`src/rtl/muldiv_unit.sv`:
```
// Multi-cycle multiply/divide unit owning the HI/LO register pair.
// Sequential multiply (MUL_CYCLES busy cycles) and a restoring radix-2 divider
// (WIDTH+1 busy cycles) behind a start/busy/done handshake with flush.
// Optional feature macro: MULDIV_MADD_EN enables MADD/MADDU (op 110/111).
module muldiv_unit #(
   parameter int unsigned WIDTH      = 32,
   parameter int unsigned MUL_CYCLES = 3
) (
   input  logic             clk,
   input  logic             reset,
   input  logic             start,
   input  logic [2:0]       op,
   input  logic [WIDTH-1:0] a,
   input  logic [WIDTH-1:0] b,
   input  logic             flush,
   output logic             busy,
   output logic             done,
   output logic             div_by_zero,
   output logic [WIDTH-1:0] hi,
   output logic [WIDTH-1:0] lo
);

   localparam int unsigned W2      = 2 * WIDTH;
   localparam int unsigned CNT_MAX = (WIDTH > MUL_CYCLES) ? WIDTH : MUL_CYCLES;
   localparam int unsigned CW      = $clog2(CNT_MAX + 1);

   typedef enum logic [1:0] {S_IDLE, S_MUL, S_DIV} state_t;

   state_t           state;
   logic [CW-1:0]    cnt;
   logic [W2-1:0]    prod_q;
   logic             madd_q;
   logic [WIDTH-1:0] quot_q;
   logic [WIDTH-1:0] rem_q;
   logic [WIDTH-1:0] dsr_q;
   logic [WIDTH-1:0] a_hold_q;
   logic             neg_q_q;
   logic             neg_r_q;
   logic             dz_q;

   logic             is_mul_c;
   logic             is_div_c;
   logic             op_signed_c;
   logic [W2-1:0]    a_ext_c;
   logic [W2-1:0]    b_ext_c;
   logic [W2-1:0]    prod_c;
   logic             a_neg_c;
   logic             b_neg_c;
   logic [WIDTH-1:0] a_mag_c;
   logic [WIDTH-1:0] b_mag_c;
   logic [WIDTH:0]   shift_c;
   logic [WIDTH:0]   diff_c;
   logic             q_bit_c;
   logic [WIDTH-1:0] q_fix_c;
   logic [WIDTH-1:0] r_fix_c;

   // Opcode decode, full-width product, operand magnitudes and one divide step
   always_comb begin
      is_mul_c    = (op[2:1] == 2'b00);
`ifdef MULDIV_MADD_EN
      is_mul_c    = is_mul_c | (op[2:1] == 2'b11);
`endif
      is_div_c    = (op[2:1] == 2'b01);
      op_signed_c = ~op[0];
      a_ext_c     = op_signed_c ? {{WIDTH{a[WIDTH-1]}}, a} : {{WIDTH{1'b0}}, a};
      b_ext_c     = op_signed_c ? {{WIDTH{b[WIDTH-1]}}, b} : {{WIDTH{1'b0}}, b};
      prod_c      = a_ext_c * b_ext_c;
      a_neg_c     = op_signed_c & a[WIDTH-1];
      b_neg_c     = op_signed_c & b[WIDTH-1];
      a_mag_c     = a_neg_c ? (~a + WIDTH'(1)) : a;
      b_mag_c     = b_neg_c ? (~b + WIDTH'(1)) : b;
      shift_c     = {rem_q, quot_q[WIDTH-1]};
      diff_c      = shift_c - {1'b0, dsr_q};
      q_bit_c     = ~diff_c[WIDTH];
      q_fix_c     = neg_q_q ? (~quot_q + WIDTH'(1)) : quot_q;
      r_fix_c     = neg_r_q ? (~rem_q + WIDTH'(1)) : rem_q;
   end

   // Control FSM, HI/LO update and datapath registers
   always_ff @(posedge clk) begin
      if (reset) begin
         state       <= S_IDLE;
         cnt         <= '0;
         prod_q      <= '0;
         madd_q      <= 1'b0;
         quot_q      <= '0;
         rem_q       <= '0;
         dsr_q       <= '0;
         a_hold_q    <= '0;
         neg_q_q     <= 1'b0;
         neg_r_q     <= 1'b0;
         dz_q        <= 1'b0;
         busy        <= 1'b0;
         done        <= 1'b0;
         div_by_zero <= 1'b0;
         hi          <= '0;
         lo          <= '0;
      end else begin
         done        <= 1'b0;
         div_by_zero <= 1'b0;
         if (flush) begin
            state <= S_IDLE;
            busy  <= 1'b0;
            cnt   <= '0;
         end else begin
            case (state)
               S_IDLE: begin
                  if (start) begin
                     if (is_mul_c) begin
                        prod_q <= prod_c;
                        madd_q <= op[2];
                        cnt    <= CW'(MUL_CYCLES - 1);
                        busy   <= 1'b1;
                        state  <= S_MUL;
                     end else if (is_div_c) begin
                        quot_q   <= a_mag_c;
                        rem_q    <= '0;
                        dsr_q    <= b_mag_c;
                        a_hold_q <= a;
                        neg_q_q  <= a_neg_c ^ b_neg_c;
                        neg_r_q  <= a_neg_c;
                        dz_q     <= (b == '0);
                        cnt      <= '0;
                        busy     <= 1'b1;
                        state    <= S_DIV;
                     end else if (op == 3'b100) begin
                        hi <= a;
                     end else if (op == 3'b101) begin
                        lo <= a;
                     end
                  end
               end
               S_MUL: begin
                  if (cnt == '0) begin
                     {hi, lo} <= madd_q ? ({hi, lo} + prod_q) : prod_q;
                     busy     <= 1'b0;
                     done     <= 1'b1;
                     state    <= S_IDLE;
                  end else begin
                     cnt <= cnt - CW'(1);
                  end
               end
               S_DIV: begin
                  if (cnt == CW'(WIDTH)) begin
                     lo          <= dz_q ? '1 : q_fix_c;
                     hi          <= dz_q ? a_hold_q : r_fix_c;
                     div_by_zero <= dz_q;
                     busy        <= 1'b0;
                     done        <= 1'b1;
                     cnt         <= '0;
                     state       <= S_IDLE;
                  end else begin
                     quot_q <= {quot_q[WIDTH-2:0], q_bit_c};
                     rem_q  <= q_bit_c ? diff_c[WIDTH-1:0] : shift_c[WIDTH-1:0];
                     cnt    <= cnt + CW'(1);
                  end
               end
               default: begin
                  state <= S_IDLE;
                  busy  <= 1'b0;
               end
            endcase
         end
      end
   end

endmodule

```
`config.mk`:
```
export PLATFORM = sky130hd
export DESIGN_NAME = muldiv_unit
export DESIGN_NICKNAME = d
export VERILOG_FILES = /design/src/rtl/muldiv_unit.sv
export SDC_FILE = /design/constraint.sdc
export NUM_CORES = 2
export LEC_CHECK = 0
export CORE_MARGIN = 5
export CORE_UTILIZATION = 50
export CTS_CLUSTER_DIAMETER = 60
export DETAILED_ROUTE_END_ITERATION = 8
export PLACE_DENSITY_LB_ADDON = 0.15
export SLEW_MARGIN = 20
export SYNTH_ARGS = -nofsm -noshare
export SYNTH_HDL_FRONTEND = slang
export SYNTH_SLANG_ARGS = --single-unit
```
`constraint.sdc`:
```
create_clock -name clk -period 11.05 [get_ports clk]
set_clock_uncertainty 0.05 [all_clocks]
set_input_delay 2.21 -clock clk [delete_from_list [all_inputs] [get_ports clk]]
set_output_delay 2.21 -clock clk [all_outputs]
set_load 0.01 [all_outputs]
```
==> results.py <==
metrics = {
    "run_status": {
        "status": "complete, no violations",
    },
    "sta": {
        "fin_crit_sh": 0.975,
        "fin_ws_ns": 0.277,
        "hold_viol_final": 0,
        "slew_viol_final": 0,
        "setup_viol": 0,
        "relSlewSlack": 0.211,
        "fmax_mhz": 92.8,
        "fin_crit_ns": 10.77,
        "worstMarginPinSlew_ns": 1.18,
        "rsz0062_at_grt": "false",
    },
    "synth": {
        "yosys_warnings": 0,
        "synthMuxAreaShare": 0.00837,
        "synth_top_family_by_area": "adder cells",
        "synth_top_flop_cell": "dfxtp_1",
        "synth_seq_cells": 271,
        "synth-compound-area-share": 0.110,
        "async_flop_share": 0,
        "synth_enable_flop_cells": 0,
        "syn_inst": 7878,
        "synth.distinct_cells": 85,
        "syn_area_mm2": 0.0680,
        "synthAdderAreaFrac": 0.495,
        "syn_avg_cell_area_um2": 8.63,
        "syn_nets": 9786,
        "yosys.area_share.simple": 0.155,
        "synth-seq-area-share": 0.0798,
        "yosys.area_share.xor_xnor": 0.0389,
    },
    "global_route": {
        "first_global_vias": 58800,
        "grt_max_degree": 93,
        "antenna_found_initial": 25,
        "grt_remaining_overflow": 0,
        "grt_pass1_wl_mm": 378,
        "track_usage": 0.353,
    },
    "clocking": {
        "clockBufferDepth": 3,
        "clkLatencyLatePin_ns": 0.63,
        "clk_pin_slew_ns": 0.07,
        "h-tree-depth": 1,
        "cts_tree": "built",
        "cts_made_buffers": 30,
        "clock_tree.root_cell": "clkbuf_16",
        "postCtsSetupBuffers": 0,
        "cts.sinks": 271,
    },
    "floorplan": {
        "die_x_um": 379,
        "boundaryPins": 138,
        "core.rowCount": 135,
        "core_area_mm2": 0.135,
        "dieArea_mm2": 0.143,
        "initial_utilization": 0.502,
        "die_h_um": 379,
    },
    "placed_design": {
        "dp.cells": 9923,
        "pre_cts_ws_ns": -0.365,
        "place.gp.congestion": 1.00,
        "postPlaceCellArea_mm2": 0.0749,
        "dp_hpwl_mm": 213,
        "port_buffers": 137,
    },
    "worst_setup_path": {
        "crit_slowest_cell": "clkdlybuf4s50_1",
        "critPathKind": "input port to flip-flop",
        "max_stage_delay_ns": 0.56,
        "rrSetupSlack_ns": 6.55,
        "worstSetupStartpointType": "input port",
        "regToRegEndpoint": "hi[25]",
        "required_ns": 11.55,
        "endpoint_kind": "flip-flop",
        "regToRegStartpoint": "state[1]",
        "cpMostUsedCell": "fa_1",
        "arrival_ns": 11.27,
        "r2r_cells": 12,
        "worst-path-max-fanout": 11,
    },
    "routing": {
        "drt_first_iter_violations": 5118,
        "vias": 56100,
        "detail_route.first_pass.iterations": 6,
        "antenna_left": 0,
        "routed_wl_mm": 250,
        "avgRoutedWirePerCell_um": 25.1,
        "via_per_inst": 5.62,
        "route.detailed.drc": 0,
    },
    "cells_and_area": {
        "fillers": 12600,
        "syn_to_final_growth_pct": 11.7,
        "final_common_cell": "inv_1",
        "fin_area_mm2": 0.0760,
        "fin_nets": 10100,
        "instances_no_fill": 9986,
        "final_cell_mix": "inv_1, fa_1, nand2_1, and2_1, buf_4",
        "drive_above_1_share": 0.0926,
    },
    "min_path": {
        "min_to": "a_hold_q[30]",
        "hold_path_class": "flip-flop to flip-flop",
        "holdPathStages": 2,
        "hp-start": "a_hold_q[30]",
    },
    "job": {
        "maxCapViolCount": 0,
    },
}
sequential cells by signal (all words and copies together) (netlist names), 2 cells and up:
signal and count:
hi 32, rem_q 32, quot_q 32, state 2, prod_q 64, a_hold_q 32, cnt 6, dsr_q 32
lo 32
cells by family after synthesis:
group / count (synthesis)
buffers and inverters: 2058
XOR/XNOR: 302
multiplexers: 55
flip-flops: 271
AO/OA/AOI/OAI: 1162
AND/OR/NAND/NOR: 2191
adder cells (fa/ha/maj): 1839
area by class of cell:
class                           count  area (um2)  share of cell area
Multi-Input combinational cell   5549       55000               0.724
Timing Repair Buffer              739        6340              0.0835
Inverter                         1583        5940              0.0782
Sequential cell                   271        5430              0.0715
Tap cell                         1781        2230              0.0293
Clock buffer                       43         870              0.0114
Clock inverter                     12         165             0.00217
Antenna cell                        8        20.0            0.000264
per-stage QoR:
step                       util  setup TNS [ns]  hold WS, ns
after global routing      0.561               0        0.422
after detailed placement  0.553           -4.15        0.397
after global placement    0.553           -3.51        0.392
final                     0.561               0        0.406
after floorplan               -               0        0.382
after CTS                 0.561               0        0.406
worst max path at each step:
stage / startpoint / end / slack (ns)
floorplan: op[0] / prod_q[62] / 0.02
global placement: op[0] / prod_q[55] / -0.32
detailed placement: op[0] / prod_q[61] / -0.36
CTS: op[0] / prod_q[61] / 0.31
global route: op[0] / prod_q[61] / 0.009
finish: b[7] / prod_q[59] / 0.28
Yosys cell counts (16+ instances only):
| cell | number | area, um2 |
|---|---|---|
| inv_1 | 1581 | 5930 |
| fa_1 | 1417 | 28400 |
| nand2_1 | 983 | 3690 |
| and2_1 | 582 | 3640 |
| ha_1 | 420 | 5260 |
| clkbuf_1 | 419 | 1570 |
| a21oi_1 | 382 | 1910 |
| dfxtp_1 | 271 | 5430 |
| nor2_1 | 269 | 1010 |
| o21ai_0 | 241 | 1210 |
| xnor2_1 | 194 | 1700 |
| xor2_1 | 108 | 946 |
| a21o_1 | 97 | 728 |
| nand3_1 | 67 | 335 |
| nor3_1 | 66 | 330 |
| a211oi_1 | 59 | 443 |
| buf_1 | 48 | 180 |
| nand4_1 | 43 | 269 |
| o211ai_1 | 41 | 308 |
| mux2i_1 | 40 | 400 |
| o21bai_1 | 35 | 263 |
| nand2b_1 | 33 | 206 |
| a31oi_1 | 32 | 200 |
| o31ai_1 | 31 | 233 |
| o41ai_1 | 29 | 254 |
| nor4_1 | 25 | 156 |
| o21a_1 | 24 | 180 |
| and3_1 | 23 | 144 |
| a221oi_1 | 20 | 175 |
| nor2b_1 | 19 | 119 |
| a22oi_1 | 17 | 128 |
| or3_1 | 16 | 100 |
| or4_1 | 16 | 120 |
routing by layer:
layer / up-vias / track usage / wire, um
met1: 28600 / 0.504 / 109000
met4: 6 / 0.106 / 9250
met3: 304 / 0.0600 / 21600
met5: - / 0 / 35
met2: 2279 / 0.556 / 110000
li1: 24900 / - / -
what timing repair did:
item | 4_1_cts | 5_1_grt
hold buffers | 0 | 0
setup endpoints to repair | 0 | 7
resized for setup | 0 | 5
critical path: cells and delay by family:
| family | cells | cell delay [ns] |
|---|---|---|
| AND/OR/NAND/NOR | 4 | 0.83 |
| adder cells (fa/ha/maj) | 11 | 5.09 |
| buffers and inverters | 12 | 1.82 |
| AO/OA/AOI/OAI | 7 | 1.29 |
Power is not shown: default switching activity piles up to over one toggle a cycle in this logic, so the estimate is an artifact.
